[src/rtl/addsub_pkg.sv]
// Shared types and constants for the sequential add/sub datapath.
// Contents: FSM state type, op encodings, and a signed-limit helper used by
// the optional saturation logic (ADDSUB_SEQ_SAT_EN).
package addsub_pkg;

  typedef enum logic [1:0] {IDLE, CALC, DONE} stateT;

  localparam logic OP_ADD = 1'b0;
  localparam logic OP_SUB = 1'b1;

  // Two's-complement limit for a given width: min (10..0) if negative, else max (01..1).
  // Returned zero-extended to 64 bits; callers keep the low width bits.
  function automatic logic [63:0] signedLimit(int unsigned width, logic negative);
    logic [63:0] msb;
    msb = 64'd1 << (width - 1);
    return negative ? msb : (msb - 64'd1);
  endfunction

endpackage

[src/rtl/addsub_seq_nb_if.sv]
// Handshake/data bundle for addsub_seq_nb.
// master: operation source and result consumer (drives InValid, A, B, Ctrl, OutReady).
// slave:  the add/sub block (drives InReady, OutValid, S, Cout, Ovf, Zero, Neg).
interface addsub_seq_nb_if #(
  parameter int unsigned WIDTH = 16
) ();

  logic             InValid;
  logic             InReady;
  logic [WIDTH-1:0] A;
  logic [WIDTH-1:0] B;
  logic             Ctrl;
  logic             OutValid;
  logic             OutReady;
  logic [WIDTH-1:0] S;
  logic             Cout;
  logic             Ovf;
  logic             Zero;
  logic             Neg;

  modport master (
    output InValid, A, B, Ctrl, OutReady,
    input  InReady, OutValid, S, Cout, Ovf, Zero, Neg
  );

  modport slave (
    input  InValid, A, B, Ctrl, OutReady,
    output InReady, OutValid, S, Cout, Ovf, Zero, Neg
  );

endinterface

[src/rtl/addsub_chunk.sv]
// Combinational CHUNK-bit ripple-carry adder slice.
// Ports: a, b (operands), cin (carry in) -> sum, cout (carry out of the slice),
//        cmsb (carry into bit CHUNK-1, used for signed overflow).
module addsub_chunk #(
  parameter int unsigned CHUNK = 4
) (
  input  logic [CHUNK-1:0] a,
  input  logic [CHUNK-1:0] b,
  input  logic             cin,
  output logic [CHUNK-1:0] sum,
  output logic             cout,
  output logic             cmsb
);

  logic carry;

  always_comb begin
    carry = cin;
    sum   = '0;
    cmsb  = cin;
    for (int i = 0; i < int'(CHUNK); i++) begin
      if (i == int'(CHUNK) - 1) cmsb = carry;
      sum[i] = a[i] ^ b[i] ^ carry;
      carry  = (a[i] & b[i]) | (carry & (a[i] ^ b[i]));
    end
    cout = carry;
  end

endmodule

[src/rtl/addsub_seq_nb.sv]
// Multi-cycle WIDTH-bit adder/subtractor processing CHUNK bits per clock.
// Ports: Clk, Rst (synchronous, active-high), bus (addsub_seq_nb_if.slave):
//   InValid/InReady + A, B, Ctrl (0 add, 1 sub) in; OutValid/OutReady + S, Cout,
//   Ovf, Zero, Neg out. Results hold between completions.
// Optional: define ADDSUB_SEQ_SAT_EN to clamp S to the signed limit on overflow.
module addsub_seq_nb
  import addsub_pkg::*;
#(
  parameter int unsigned WIDTH = 16,
  parameter int unsigned CHUNK = 4
) (
  input logic              Clk,
  input logic              Rst,
  addsub_seq_nb_if.slave   bus
);

  localparam int unsigned NCHUNK = WIDTH / CHUNK;
  localparam int unsigned IDXW   = (NCHUNK > 1) ? $clog2(NCHUNK) : 1;

  stateT            stateQ, stateD;
  logic [WIDTH-1:0] aQ, aD, bQ, bD, resQ, resD;
  logic             ctrlQ, ctrlD, carryQ, carryD;
  logic [IDXW-1:0]  idxQ, idxD;
  logic [WIDTH-1:0] sQ, sD;
  logic             coutQ, coutD, ovfQ, ovfD, zeroQ, zeroD, negQ, negD;

  logic [CHUNK-1:0] aChunk, bChunk, sumChunk;
  logic             chunkCout, chunkCmsb, ovf, lastChunk;
  logic [WIDTH-1:0] finalS;

  // bQ already holds B or ~B, so subtraction is A + ~B + 1 with the +1 as initial carry.
  assign aChunk    = aQ[idxQ*CHUNK +: CHUNK];
  assign bChunk    = bQ[idxQ*CHUNK +: CHUNK];
  assign lastChunk = (idxQ == IDXW'(NCHUNK - 1));
  assign ovf       = chunkCmsb ^ chunkCout;

  addsub_chunk #(
    .CHUNK(CHUNK)
  ) u_chunk (
    .a   (aChunk),
    .b   (bChunk),
    .cin (carryQ),
    .sum (sumChunk),
    .cout(chunkCout),
    .cmsb(chunkCmsb)
  );

`ifdef ADDSUB_SEQ_SAT_EN
  logic [63:0] satLimit;
  // Overflow only happens when A and the effective B share a sign, so A's sign picks the limit.
  assign satLimit = signedLimit(WIDTH, aQ[WIDTH-1]);
`endif

  always_comb begin
    resD = resQ;
    resD[idxQ*CHUNK +: CHUNK] = sumChunk;
`ifdef ADDSUB_SEQ_SAT_EN
    finalS = ovf ? satLimit[WIDTH-1:0] : resD;
`else
    finalS = resD;
`endif
  end

  always_comb begin
    stateD = stateQ;
    aD     = aQ;
    bD     = bQ;
    ctrlD  = ctrlQ;
    carryD = carryQ;
    idxD   = idxQ;
    sD     = sQ;
    coutD  = coutQ;
    ovfD   = ovfQ;
    zeroD  = zeroQ;
    negD   = negQ;
    unique case (stateQ)
      IDLE: begin
        if (bus.InValid) begin
          aD     = bus.A;
          bD     = bus.B ^ {WIDTH{bus.Ctrl}};
          ctrlD  = bus.Ctrl;
          carryD = (bus.Ctrl == OP_SUB);
          idxD   = '0;
          stateD = CALC;
        end
      end
      CALC: begin
        carryD = chunkCout;
        idxD   = idxQ + 1'b1;
        if (lastChunk) begin
          stateD = DONE;
          sD     = finalS;
          coutD  = chunkCout ^ ctrlQ;
          ovfD   = ovf;
          zeroD  = (finalS == '0);
          negD   = finalS[WIDTH-1];
        end
      end
      DONE: begin
        if (bus.OutReady) stateD = IDLE;
      end
      default: stateD = IDLE;
    endcase
  end

  always_ff @(posedge Clk) begin
    if (Rst) begin
      stateQ <= IDLE;
      aQ     <= '0;
      bQ     <= '0;
      resQ   <= '0;
      ctrlQ  <= 1'b0;
      carryQ <= 1'b0;
      idxQ   <= '0;
      sQ     <= '0;
      coutQ  <= 1'b0;
      ovfQ   <= 1'b0;
      zeroQ  <= 1'b0;
      negQ   <= 1'b0;
    end else begin
      stateQ <= stateD;
      aQ     <= aD;
      bQ     <= bD;
      resQ   <= (stateQ == CALC) ? resD : resQ;
      ctrlQ  <= ctrlD;
      carryQ <= carryD;
      idxQ   <= idxD;
      sQ     <= sD;
      coutQ  <= coutD;
      ovfQ   <= ovfD;
      zeroQ  <= zeroD;
      negQ   <= negD;
    end
  end

  assign bus.InReady  = (stateQ == IDLE) && !Rst;
  assign bus.OutValid = (stateQ == DONE);
  assign bus.S        = sQ;
  assign bus.Cout     = coutQ;
  assign bus.Ovf      = ovfQ;
  assign bus.Zero     = zeroQ;
  assign bus.Neg      = negQ;

endmodule
[src/flat_wrapper.sv]
// flat-port wrapper written by rule: the top's interface ports become plain ports
module addsub_seq_nb_flat import addsub_pkg::*;
#(
  parameter int unsigned WIDTH = 16,
  parameter int unsigned CHUNK = 4
)
  (Clk, Rst, bus_InValid, bus_A, bus_B, bus_Ctrl, bus_OutReady, bus_InReady, bus_OutValid, bus_S, bus_Cout, bus_Ovf, bus_Zero, bus_Neg);
  addsub_seq_nb_if #(.WIDTH(WIDTH)) bus_i ();
  input logic Clk;
  input logic Rst;
  input wire logic [$bits(bus_i.InValid)-1:0] bus_InValid;
  input wire logic [$bits(bus_i.A)-1:0] bus_A;
  input wire logic [$bits(bus_i.B)-1:0] bus_B;
  input wire logic [$bits(bus_i.Ctrl)-1:0] bus_Ctrl;
  input wire logic [$bits(bus_i.OutReady)-1:0] bus_OutReady;
  output wire logic [$bits(bus_i.InReady)-1:0] bus_InReady;
  output wire logic [$bits(bus_i.OutValid)-1:0] bus_OutValid;
  output wire logic [$bits(bus_i.S)-1:0] bus_S;
  output wire logic [$bits(bus_i.Cout)-1:0] bus_Cout;
  output wire logic [$bits(bus_i.Ovf)-1:0] bus_Ovf;
  output wire logic [$bits(bus_i.Zero)-1:0] bus_Zero;
  output wire logic [$bits(bus_i.Neg)-1:0] bus_Neg;
  assign bus_i.InValid = bus_InValid;
  assign bus_i.A = bus_A;
  assign bus_i.B = bus_B;
  assign bus_i.Ctrl = bus_Ctrl;
  assign bus_i.OutReady = bus_OutReady;
  assign bus_InReady = bus_i.InReady;
  assign bus_OutValid = bus_i.OutValid;
  assign bus_S = bus_i.S;
  assign bus_Cout = bus_i.Cout;
  assign bus_Ovf = bus_i.Ovf;
  assign bus_Zero = bus_i.Zero;
  assign bus_Neg = bus_i.Neg;
  addsub_seq_nb #(.WIDTH(WIDTH), .CHUNK(CHUNK)) u_core (.Clk(Clk), .Rst(Rst), .bus(bus_i));
endmodule
[config.mk]
export PLATFORM = sky130hd
export DESIGN_NAME = addsub_seq_nb_flat
export DESIGN_NICKNAME = d
export VERILOG_FILES = /design/src/rtl/addsub_pkg.sv /design/src/rtl/addsub_seq_nb_if.sv /design/src/rtl/addsub_chunk.sv /design/src/rtl/addsub_seq_nb.sv /design/src/flat_wrapper.sv
export SDC_FILE = /design/constraint.sdc
export NUM_CORES = 1
export LEC_CHECK = 0
export ABC_AREA = 1
export CAP_MARGIN = 20
export CELL_PAD_IN_SITES_DETAIL_PLACEMENT = 1
export CELL_PAD_IN_SITES_GLOBAL_PLACEMENT = 2
export CORE_MARGIN = 4
export CORE_UTILIZATION = 32
export DETAILED_ROUTE_END_ITERATION = 8
export PLACE_DENSITY_LB_ADDON = 0.1
export SLEW_MARGIN = 20
export SYNTH_ARGS = -nofsm -noshare
export SYNTH_HDL_FRONTEND = slang
export SYNTH_HIERARCHICAL = 1
export SYNTH_SLANG_ARGS = --single-unit
[constraint.sdc]
create_clock -name Clk -period 7.25 [get_ports Clk]
set_clock_uncertainty 0.15 [all_clocks]
set_input_delay 1.45 -clock Clk [delete_from_list [all_inputs] [get_ports Clk]]
set_output_delay 1.45 -clock Clk [all_outputs]
set_load 0.01 [all_outputs]
### Word-level counts from Yosys, hierarchy flattened

Cells that the tools add are included.

* $add $sub $neg: 2
* equality and inequality tests: 6
* shift-type cells: 4
* mux-type cells: 9
* bitwise gates (word level): 23
* reductions and logical operators: 9

Operators by type and width (count)
* negator 4 -> 34 bit: 1
* variable shift 4 x 34 -> 16 bit (first input constant): 1
* variable part select 4 x 34 -> 16 bit: 1
* variable part select 16 x 5 -> 4 bit: 2
* bitwise mux 16 bit: 1
* logical NOT 16 bit: 1
* bitwise XOR 16 bit: 1
* bitwise XOR 1 bit: 10
* bitwise AND 1 bit: 8
* 2-to-1 mux 2 bit: 4
* one-hot mux 2 bit (3 select lines): 1
* AND reduction 2 bit: 3
* equality test 2 bit (second input constant): 2
* != test 2 bit (second input constant): 2
* OR 1 bit: 4
* one-hot mux 2 bit (2 select lines): 1
* AND reduction 3 bit: 1
* adder 2 x 1 -> 2 bit (second input constant): 1
* equality test 2 x 1 -> 1 bit (second input constant): 1
* logical NOT 2 bit: 1
* != test 2 x 1 -> 1 bit (second input constant): 1
* one-hot mux 1 bit (2 select lines): 1
* nonzero test 2 bit: 1
* logical AND 1 bit: 1
* other kinds (2): 2

* register bits after elaboration: 74
* bits of input ports: 37
* output and inout port bits: 22
* word-level logic and storage cells: 65

### Longest topological paths before layout

* depth after elaboration: 12
* gate-level depth with buffers: 21
* mapped depth without buffers: 18

### Cells and area by module

Netlist, hierarchy kept.

Modules (own cells, without submodules)
* addsub_seq_nb: instances 1, cells an instance 483, area each 3472.1 um^2, seq. area each 1461.4 um^2
* addsub_chunk: instances 1, cells an instance 12, area each 110.1 um^2, seq. area each 0.0 um^2

### Worst setup path after synthesis

No wires, ideal clock.

* kind: in2out
* from: input Rst
* to: output bus_InReady
* arrival time: 2085 ps
* data required time: 5650 ps
* setup slack: 3565 ps
* stages: 3
* buffers on the path: 2
* cells stage by stage: buf_1 > buf_2 > nor3_1

* longest elaborated chain between the ends: 2

RTL lines
* from (decl): line flat_wrapper.sv:10 `input logic Rst;`
* logical NOT 1 bit: line addsub_seq_nb.sv:136 `assign bus.InReady = (stateQ == IDLE) && !Rst;`
* logical AND 1 bit: line addsub_seq_nb.sv:136
* to (decl): line flat_wrapper.sv:16 `output wire logic [$bits(bus_i.InReady)-1:0] bus_InReady;`

No other way between the ends.

### Final worst setup path

Ends and elaborated chain as after synthesis.

==> results.toml <==
[yosys]
synth_top_area_cell = "dfxtp_1"
avgSynthCellArea_um2 = 7.24
synth_top_family_by_area = "simple AND/OR/NAND/NOR gates"
syn_inst = 495
ys_types = 29
synth_warnings = 6
synthArstFlopShare_pct = 0
synth_area_leaders = "dfxtp_1 (41%), nor2_1 (12%), o21ai_0 (8.9%)"
synth.net_count = 542
synth_compound_area_share_pct = 18.9
ys.flop_type = "dfxtp_1"
ys_seq_area_share_pct = 40.8
synth_fa_ha_area_share_pct = 4.33
synth_top_cell_area_share_pct = 40.8
synth_edf_count = 0
muxShareOfSynthArea_pct = 0
syn_area_mm2 = 0.00358
yosys.area_share.simple_pct = 21.4
synth_seq_cells = 73
post_synth_xor_area_fraction_pct = 4.40

[grt]
grt_pass1_vias = 3179
grt_use_total_pct = 14.8
antenna_found_initial = 0
grt_pass1_wl_um = 15400
grt-ovfl-total = 0
grt_max_degree = 51

[route]
dr_total_vias = 3197
firstDrtPassIters = 4
antenna_left = 0
drcViolationCount = 0
vias_per_cell = 4.68
drt-total-wl_um = 9260
wl_met2_um = 4630
routedWlPerCell_um = 13.6
met3_length_um = 305
drt-initial-drc-count = 107
met1Wirelength_um = 4190
highest_layer = "met4"

[final_layout]
multi_input_area_mm2 = 0.00176
fin_nets = 585
num_antenna_cells = 0
drive_above_1_share_pct = 4.79
area_growth_pct = 22.9
fillers = 1345
seq_area_mm2 = 0.00146

[worst_setup_path]
worstSetupEndpointType = "output pin"
arrival_ns = 2.89
rr_startpoint = "u_core/idxQ[0]$_SDFFE_PP0P_"
critPathLaunchType = "primary input"
endpoint = "bus_InReady"
worstSetupStartpoint = "Rst"
reg2reg_depth = 18
rr_endpoint = "u_core/bus.Zero$_SDFFE_PP0P_"
crit_fanout = 40
worstPathRequired_ns = 5.65
rrSetupSlack_ns = 2.99
critPathKind = "in -> out"

[clock_tree]
htree_levels = 3
clock_sinks = 73
cts_setup_buffers = 0
cts_tree = "built"
clk_path_buf_depth = 2
clk_pin_slew_ns = 0.08
cts_resized = 0
ctsHoldBuffers = 0
clock_latency_ns = 0.35
tritoncts.num_buffers = 9
cts_root_buf = "clkbuf_8"

[sta]
worst_slack_ns = 2.76
fin_crit_sh_pct = 61.9
tns_ns = 0
setup_viol = 0
hold_viol_final = 0
finalMaxSlewViolations = 0
rsz0062_at_grt = "false"
max_slew_margin_pct = 39.4
fmaxAchievable_ghz = 0.223
period_needed_ns = 4.49
worst_pin_slew_ns = 0.906

[floorplanning]
ioPinCount = 59
die-area_mm2 = 0.0130
initial_utilization_pct = 32.9
row_count = 38
die_h_um = 114
core_area_mm2 = 0.0109
fp.dieW_um = 114

[place]
place_congestion = 0.759
pre_cts_slack_ns = 2.74
dp_hpwl_um = 6690
io_buffers = 58

[hold_path]
hold_path_class = "reg -> reg"

[power_and_ir_drop]
power.leakage_nw = 1.99
power.density_mw_per_mm2 = 218
peakVddDrop_mv = 0.0893

[outcome]
outcome = "complete, no violations"

[flow_run]
cap_viol_max_count = 0
## sequential cells by signal, summed over array words and instances, names as in the netlist
| name | count |
|---|---|
| u_core/bus.Cout | 1 |
| u_core/bus.S | 16 |
| u_core/stateQ | 2 |
| u_core/resQ | 16 |
| u_core/bus.Zero | 1 |
| u_core/bQ | 16 |
| u_core/aQ | 16 |
| u_core/carryQ | 1 |
| u_core/idxQ | 2 |
| u_core/bus.Ovf | 1 |
| u_core/ctrlQ | 1 |
## synth_stat cells (2+ instances only)
master and number:
nor2_1 117, dfxtp_1 73, o21ai_0 64, nand2_1 62, inv_1 56, xnor2_1 18, a211oi_1 16, o21a_1 15
buf_2 11, nand3_1 8, o22ai_1 8, clkbuf_1 7, a21oi_1 6, buf_4 6, ha_1 6, fa_1 4
buf_1 3, inv_2 3, nor2_4 2
## routing by layer
| metal | vias up | GRT usage (%) |
|---|---|---|
| li1 | 1655 | - |
| met1 | 1480 | 18.0 |
| met2 | 49 | 25.9 |
| met3 | 13 | 3.77 |
| met4 | 0 | 3.96 |
| met5 | - | 0 |
## worst max-delay path, stage by stage
cell and delay (ns):
clkdlybuf4s50_1 0.45, buf_4 0.41, nor3_1 0.08, clkdlybuf4s50_1 0.49
## per-stage QoR
stage	area, um^2	util, %	std cells	power (mW)	hold slack [ns]
floorplan	3580	-	495	0.589	0.300
global placement	4210	38.6	667	0.650	0.316
detailed placement	4210	38.6	667	0.654	0.318
CTS	4400	40.4	683	0.981	0.340
global route	4400	40.4	683	1.02	0.368
finish	4400	40.4	683	0.959	0.330
## worst min-delay path by stage
stage | from | end | depth (start not counted)
floorplan | u_core/aQ[4]$_SDFFE_PP0P_ | u_core/aQ[4]$_SDFFE_PP0P_ | 2
detailed placement | u_core/aQ[8]$_SDFFE_PP0P_ | u_core/aQ[8]$_SDFFE_PP0P_ | 2
CTS | u_core/aQ[8]$_SDFFE_PP0P_ | u_core/aQ[8]$_SDFFE_PP0P_ | 2
global placement | u_core/aQ[4]$_SDFFE_PP0P_ | u_core/aQ[4]$_SDFFE_PP0P_ | 2
finish | u_core/aQ[8]$_SDFFE_PP0P_ | u_core/aQ[8]$_SDFFE_PP0P_ | 2
global route | u_core/ctrlQ$_SDFFE_PP0P_ | u_core/ctrlQ$_SDFFE_PP0P_ | 2
## layout by cell type, fill, tap and decap left out, drive strengths merged, types with 9 or more instances in the layout
master	instances
dfxtp	73
nor2	119
clkdlybuf4s50	58
o21ai	64
inv	60
o21a	15
xnor2	18
a211oi	17
nand3	9
nand2	64
clkbuf	10
## final cells by class
| cell class | instances | area share [%] |
|---|---|---|
| well taps | 140 | 3.98 |
| clock inverters | 6 | 1.53 |
| inverters | 60 | 5.12 |
| multi-input cells | 335 | 39.9 |
| clock buffers | 10 | 2.90 |
| flip-flops and latches | 73 | 33.2 |
| repair buffers | 59 | 13.4 |
## power breakdown
| part | switching, mW | leakage [nW] | internal [mW] |
|---|---|---|---|
| clock network | 0.158 | 0.0929 | 0.160 |
| registers | 0.0194 | 0.599 | 0.428 |
| logic | 0.116 | 1.29 | 0.0779 |
| total | 0.293 | 1.99 | 0.666 |
## cell families after synthesis
| group | Yosys count |
|---|---|
| XOR/XNOR | 18 |
| AND/OR/NAND/NOR | 193 |
| AO/OA/AOI/OAI | 114 |
| buffers and inverters | 87 |
| adder cells (fa/ha/maj) | 10 |
| flip-flops | 73 |
No activity file was read; power rests on OpenSTA's default activity.
